[src/rtl/host_mem_loader.sv]
// Host-to-unified-memory loader: a header word sets base address and word count,
// then payload words are written one per cycle with a single registered write stage.
module host_mem_loader #(
  parameter int DATA_WIDTH = 32,
  parameter int ADDR_WIDTH = 6
) (
  input  logic                  clk,
  input  logic                  reset,
  input  logic [DATA_WIDTH-1:0] host_data,
  input  logic                  host_valid,
  output logic                  host_ready,
  input  logic                  core_busy,
  output logic                  mem_wr_en,
  output logic [ADDR_WIDTH-1:0] mem_wr_addr,
  output logic [DATA_WIDTH-1:0] mem_wr_data,
  output logic                  load_done,
  output logic                  hdr_err,
  output logic                  busy
);

  typedef enum logic [1:0] {IDLE = 2'd0, LOAD = 2'd1, DONE = 2'd2} state_t;

  state_t                state;
  logic [ADDR_WIDTH-1:0] addr_cnt;
  logic [6:0]            remain_cnt;
  logic                  accept;

  // A header is usable only with the magic byte and a count of 1..64 words.
  function automatic logic hdr_ok(input logic [DATA_WIDTH-1:0] w);
    logic [6:0] cnt;
    cnt = w[6:0];
    return (w[31:24] == 8'hA5) && (cnt != 7'd0) && (cnt <= 7'd64);
  endfunction

  assign host_ready = !reset && !core_busy && (state != DONE);
  assign accept     = host_valid && host_ready;

  // Stage p1: registered memory write, status pulses and control state
  always_ff @(posedge clk or posedge reset) begin
    if (reset) begin
      state       <= IDLE;
      addr_cnt    <= '0;
      remain_cnt  <= '0;
      mem_wr_en   <= 1'b0;
      mem_wr_addr <= '0;
      mem_wr_data <= '0;
      load_done   <= 1'b0;
      hdr_err     <= 1'b0;
      busy        <= 1'b0;
    end else begin
      mem_wr_en <= 1'b0;
      load_done <= 1'b0;
      hdr_err   <= 1'b0;
      case (state)
        IDLE: begin
          if (accept) begin
            if (hdr_ok(host_data)) begin
              addr_cnt   <= host_data[16 +: ADDR_WIDTH];
              remain_cnt <= host_data[6:0];
              busy       <= 1'b1;
              state      <= LOAD;
            end else begin
              hdr_err <= 1'b1;
            end
          end
        end
        LOAD: begin
          if (accept) begin
            mem_wr_en   <= 1'b1;
            mem_wr_addr <= addr_cnt;
            mem_wr_data <= host_data;
            addr_cnt    <= addr_cnt + 1'b1;
            remain_cnt  <= remain_cnt - 7'd1;
            if (remain_cnt == 7'd1) begin
              load_done <= 1'b1;
              state     <= DONE;
            end
          end
        end
        DONE: begin
          busy  <= 1'b0;
          state <= IDLE;
        end
        default: begin
          busy  <= 1'b0;
          state <= IDLE;
        end
      endcase
    end
  end

endmodule

[config.mk]
export PLATFORM = sky130hd
export DESIGN_NAME = host_mem_loader
export DESIGN_NICKNAME = d
export VERILOG_FILES = /design/src/rtl/host_mem_loader.sv
export SDC_FILE = /design/constraint.sdc
export NUM_CORES = 1
export LEC_CHECK = 0
export CORE_MARGIN = 1
export CORE_UTILIZATION = 36
export CTS_CLUSTER_SIZE = 25
export DETAILED_ROUTE_END_ITERATION = 8
export SYNTH_ARGS = -nofsm -noshare
export SYNTH_HDL_FRONTEND = slang
export SYNTH_SLANG_ARGS = --single-unit
export TNS_END_PERCENT = 5
[constraint.sdc]
create_clock -name clk -period 2.59 [get_ports clk]
set_clock_uncertainty 0.05 [all_clocks]
set_input_delay 0.6475 -clock clk [delete_from_list [all_inputs] [get_ports clk]]
set_output_delay 0.6475 -clock clk [all_outputs]
set_load 0.1 [all_outputs]
# Yosys cells after proc, flatten, opt, wreduce, memory -nomap -nowiden
# Cells that the tools add are included.
[classes]
add_sub_neg = 2
n_lt_le_gt_ge = 1
n_eq_ne = 8
n_mux = 24
n_bitwise = 1
n_reduce_logical = 14
[op_table]
columns = ["cell", "count"]
rows = [
  ["2-to-1 mux 7 bit", 3],
  ["2-to-1 mux 6 bit", 3],
  ["case mux 7 bit (2 select lines)", 1],
  ["case mux 6 bit (2 select lines)", 1],
  ["2-to-1 mux 1 bit", 10],
  ["!= test 2 bit, second input constant", 5],
  ["equality test 8 bit, second input constant", 1],
  ["2-to-1 mux 2 bit", 4],
  ["AND reduction 4 bit", 2],
  ["equality test 7 x 1 -> 1 bit, second input constant", 1],
  ["<= comparator 7 bit, second input constant", 1],
  ["nonzero test 7 bit", 1],
  ["subtractor 7 x 1 -> 7 bit, second input constant", 1],
  ["adder 6 x 1 -> 6 bit, second input constant", 1],
  ["logical AND 1 bit", 5],
  ["case mux 2 bit (2 select lines)", 1],
  ["AND reduction 3 bit", 1],
  ["equality test 2 x 1 -> 1 bit, second input constant", 1],
  ["zero test 1 bit", 2],
  ["zero test 2 bit", 1],
  ["case mux 1 bit (2 select lines)", 1],
  ["AND reduction 2 bit", 1],
  ["nonzero test 2 bit", 1],
  ["NOT 1 bit", 1],
]
[totals]
ff_bits = 57
inputBits = 36
elab_cells = 59

# Logic depth before layout (Yosys ltp)
[logic_depth]
ltp_word = 6
ltp_mapped = 8

# Worst setup path after synthesis
# OpenSTA, ideal clock, no wires.
[synth_timing]
path_type = "input to output"
from = "in core_busy"
to = "out host_ready"
arrival_ps = 2927
t_required_ps = 1893
setup_slack_ps = -1035
cell_stages = 1
path_buffers = 0
path_cell_list = "a211oi_1"
[synth_via]
elab_chain_cells = 3
[synth_rtl]
columns = ["item", "line", "rtl"]
rows = [
  ["start: declaration", "12", "input logic core_busy,"],
  ["zero test 1 bit", "35", "assign host_ready = !reset && !core_busy && (state != DONE);"],
  ["logical AND 1 bit (2 in a row)", "35", ""],
  ["end: declaration", "11", "output logic host_ready,"],
]
# No other way between the ends.

# Final worst setup path
[layout_timing]
from = "in host_data[5]"
to = "reg remain_cnt[0]"
[layout_via]
elab_chain_cells = 5
elab_cells_between_ends = 6
cone_classes = "1 x order compare; 1 x eq/ne; 4 x reduce/logical"
[layout_rtl]
columns = ["item", "line", "rtl"]
rows = [
  ["start: declaration", "9", "input logic [DATA_WIDTH-1:0] host_data,"],
  ["branches (longest 2 deep; another with <= comparator 7 bit)", "n/a", ""],
  ["logical AND 1 bit (*)", "32", "return (w[31:24] == 8'hA5) && (cnt != 7'd0) && (cnt <= 7'd64);"],
  ["!= test 2 bit (no line) (*)", "n/a", ""],
  ["AND reduction 4 bit (no line) (*)", "n/a", ""],
  ["end signal: assignment", "59", "remain_cnt <= host_data[6:0];"],
  ["end signal: assignment", "73", "remain_cnt <= remain_cnt - 7'd1;"],
  ["end: declaration", "25", "logic [6:0] remain_cnt;"],
]
# Mark *: on every way between the ends.
# A chain may end at the register's enable or synchronous reset.

==> impl_summary.md <==
Global routing
The number of global-route vias before repair is about 2500. The overall global routing resource usage is ~21%. The initial antenna violation count is 0. After global routing the overflow that remains totals 0. The global-route wire length before repair is 12500 um. Entering global routing, the biggest net connects 41 pins.

Power and ir drop
The net switching power is 1.37 mW. In this run the static leakage power is 2.01 nW. Net switching is between 40 and 50% of the power. The combinational group share of total power is 38.6%. The internal power contribution is 1.85 mW. The relative contribution of sequential cells to total power is 33.9%. The peak supply drop is 0.372 mV.

The share of total power in the clock network is 27.4%. In this run the power density over the cells is 788 nW/um2.

Synth
The number of warning messages in the yosys log is 0. The number of standard cells after synthesis is 305. The primary flip-flop cell chosen by synthesis mapping is dfrtp_1. The synthesized area per cell is 9.07 um2. The net count after synthesis is 344.

Counting flops with a built-in enable in the synthesized netlist gives 0. The number of flip-flops and latches in the synthesized netlist is 57. The count of cell types in the netlist is 54.

The cell area after synthesis is 2770 um2. For this run, asynchronously set or reset flops after synthesis account for 100%. The proportion of synthesized chip area in sequential cells is between 50% and 60%.

Drt
After detailed routing, the average wire length per cell comes to 14.6 um. The detailed-router iteration count before antenna repair is 4. The number of nets with antenna violations after routing is 0.

The remaining routing DRC violations is 0. The aggregate routed wire length is 7590 um. The average via count per standard cell is 4.98. The count of vias placed by the detailed router is 2597. The detailed router finished its first iteration with 121 violations.

STA
The setup TNS after final layout is 0 ns. The count of final setup violators is 0. The final-layout worst hold slack is 0.422 ns. The minimum setup slack in the final design is around 0.047 ns. The number of max-slew violations in the final report is 0. The highest attainable clock frequency is around 390 MHz. The clock period could shrink to 2.54 ns. The slew at the pin closest to its max-slew limit is 0.600 ns. The final-report hold violation count is 0. Setup repair after global routing left no endpoint under its margin.

The final period utilization is roughly 98%. The worst pin sits at a relative slew slack of 59.6%.

Worst setup path
The startpoint identified for the worst register-to-register timing path is state[1]. The setup path with the least slack is of type in -> reg. The peak fanout along the critical path is 4. Tracing the worst setup path back leads to its startpoint at host_data[5].

The endpoint arrival time on the critical path is 2.71 ns. The required arrival time at the worst endpoint is 2.76 ns. The type of origin of the critical path is a primary input. The kind of capture point of the worst setup path is a flop.

Hold path
In this run the most critical hold path is launched from mem_wr_data[12]. The worst min-delay path category is reg -> reg.

Cells and area
The total inserted antenna cells is 0. At the end of the flow, the number of nets in the layout was roughly 460. The number of inserted filler cells in the final layout is 685. The proportion of layout cells with a drive suffix above 1 is 27.3%. Leaving out fill and tap cells, the most frequent cell in the layout is nand2_1. Leaving out fill and tap cells, the most frequent cells in the layout are nand2_1, buf_4, dfrtp_1. The layout overhead on the synthesized area is 47.9%.

CTS
Clock latency on the worst-skew pair, taken at its later pin, is 0.33 ns. The TritonCTS clock tree is done. Clock-pin slew was measured on the worst setup and hold paths at 0.06 ns. TritonCTS created 9 clock buffers. The clock passes through at most 2 buffers. The H-tree was split into 3 levels. The root buffer cell is clkbuf_8. The number of buffers inserted to repair setup after CTS is 0.

The post-cts hold buffer count is 0. The clock drives 57 sinks. Once the clock tree was built, the resizer swapped 0 gates to a different size.

Floorplanning
The area of the core is roughly 7300 um2. The die is about 90 um tall. The starting utilization of the core area is roughly 38%.

The area of the die is 8040 um2. From left edge to right edge, the die measures ~90 um. The number of core rows is 31. Pin placement for this block handled roughly 80 I/O pins.

Run status
The run finished with clean final reports.

Place
The post-DP HPWL is 5480 um. Input and output buffers added on the ports amount to 78. The congestion estimate from routability-driven global placement came to 0.820. The worst-case setup slack after placement is -0.277 ns.

Job
Across the run, the number of max-cap violations was 0.
-- Yosys cell counts (all sizes together), types with 3 or more instances --
| cell | count | area [um2] |
|---|---|---|
| a211oi | 3 | 22.5 |
| a21oi | 8 | 40.0 |
| a31oi | 4 | 25.0 |
| and2 | 3 | 18.8 |
| clkbuf | 14 | 52.6 |
| dfrtp | 57 | 1430 |
| ha | 3 | 37.5 |
| inv | 11 | 41.3 |
| nand2 | 115 | 432 |
| nand3 | 8 | 40.0 |
| nand4 | 4 | 25.0 |
| nor2 | 4 | 15.0 |
| nor3 | 3 | 15.0 |
| nor4 | 5 | 46.3 |
| o21ai | 9 | 45.0 |
| o311ai | 5 | 43.8 |
| o31ai | 4 | 35.0 |
| or4 | 4 | 33.8 |
-- cells by family (layout without fill, tap and decap cells) --
group,Yosys count,count (layout),synth area share (%)
AOI/OAI and AO/OA,53,53,14.6
adders and majority gates,3,3,1.36
buffers and inverters,27,144,3.71
DFF,57,57,51.5
muxes,1,1,0.407
and+or+nand+nor,164,164,28.3
-- flip-flops by register name (all words and copies together) (netlist names) --
register / flops
mem_wr_data: 32
remain_cnt: 7
mem_wr_en: 1
mem_wr_addr: 6
load_done: 1
busy: 1
addr_cnt: 6
hdr_err: 1
state: 2
-- routing by layer --
metal / part of all wire, % / GRT usage, % / routed length [um]
met3: 3.9 / 4.20 / 298
met4: 1.0 / 6.49 / 77
met5: 0 / 0 / 0
met1: 50 / 28.3 / 3760
met2: 45 / 33.1 / 3450
-- power by group through the flow --
stage / clock (mW) / sequential (mW) / combinational [mW]
4_1_cts: 0.904 / 1.09 / 1.25
2_1_floorplan: 0 / 1.81 / 0.207
5_1_grt: 0.946 / 1.11 / 1.31
3_3_place_gp: 0 / 1.10 / 1.25
6_report: 0.884 / 1.09 / 1.25
3_5_place_dp: 0 / 1.11 / 1.25
-- final cells by class --
type	count	area [um2]	share of cell area (%)
flip-flops and latches	57	1430	34.9
multi-input cells	221	1250	30.6
repair buffers	118	1040	25.3
clock buffers	13	179	4.37
well taps	99	124	3.03
inverters	11	41.3	1.01
clock inverters	2	35.0	0.856
-- worst max-delay path, cell delays in order --
cell and delay (ns):
clkdlybuf4s50_1 0.43, or4_4 0.58, o31a_4 0.31, or4_1 0.48, a32o_1 0.27
-- stage by stage --
step / power [mW] / utilization [%] / area, um2 / std cells
2_1_floorplan: 2.02 / - / 2780 / 305
3_3_place_gp: 2.35 / 52.9 / 3880 / 506
3_5_place_dp: 2.36 / 52.9 / 3880 / 506
4_1_cts: 3.25 / 55.8 / 4090 / 521
5_1_grt: 3.37 / 55.8 / 4090 / 521
6_report: 3.22 / 55.8 / 4090 / 521
-- final timing paths --
| kind | slack [ns] | cells after the start | end |
|---|---|---|---|
| setup / recovery | 0.05 | 5 | remain_cnt[0] |
| hold reg to reg | 0.42 | 2 | mem_wr_data[12] |
| setup reg to reg | 0.55 | 4 | remain_cnt[0] |
| hold / removal | 0.42 | 2 | mem_wr_data[12] |
| max in group asynchronous | 1.17 | 4 | mem_wr_data[0] |
| min in group asynchronous | 0.83 | 3 | load_done |
Power figures use the tool's default switching activity.
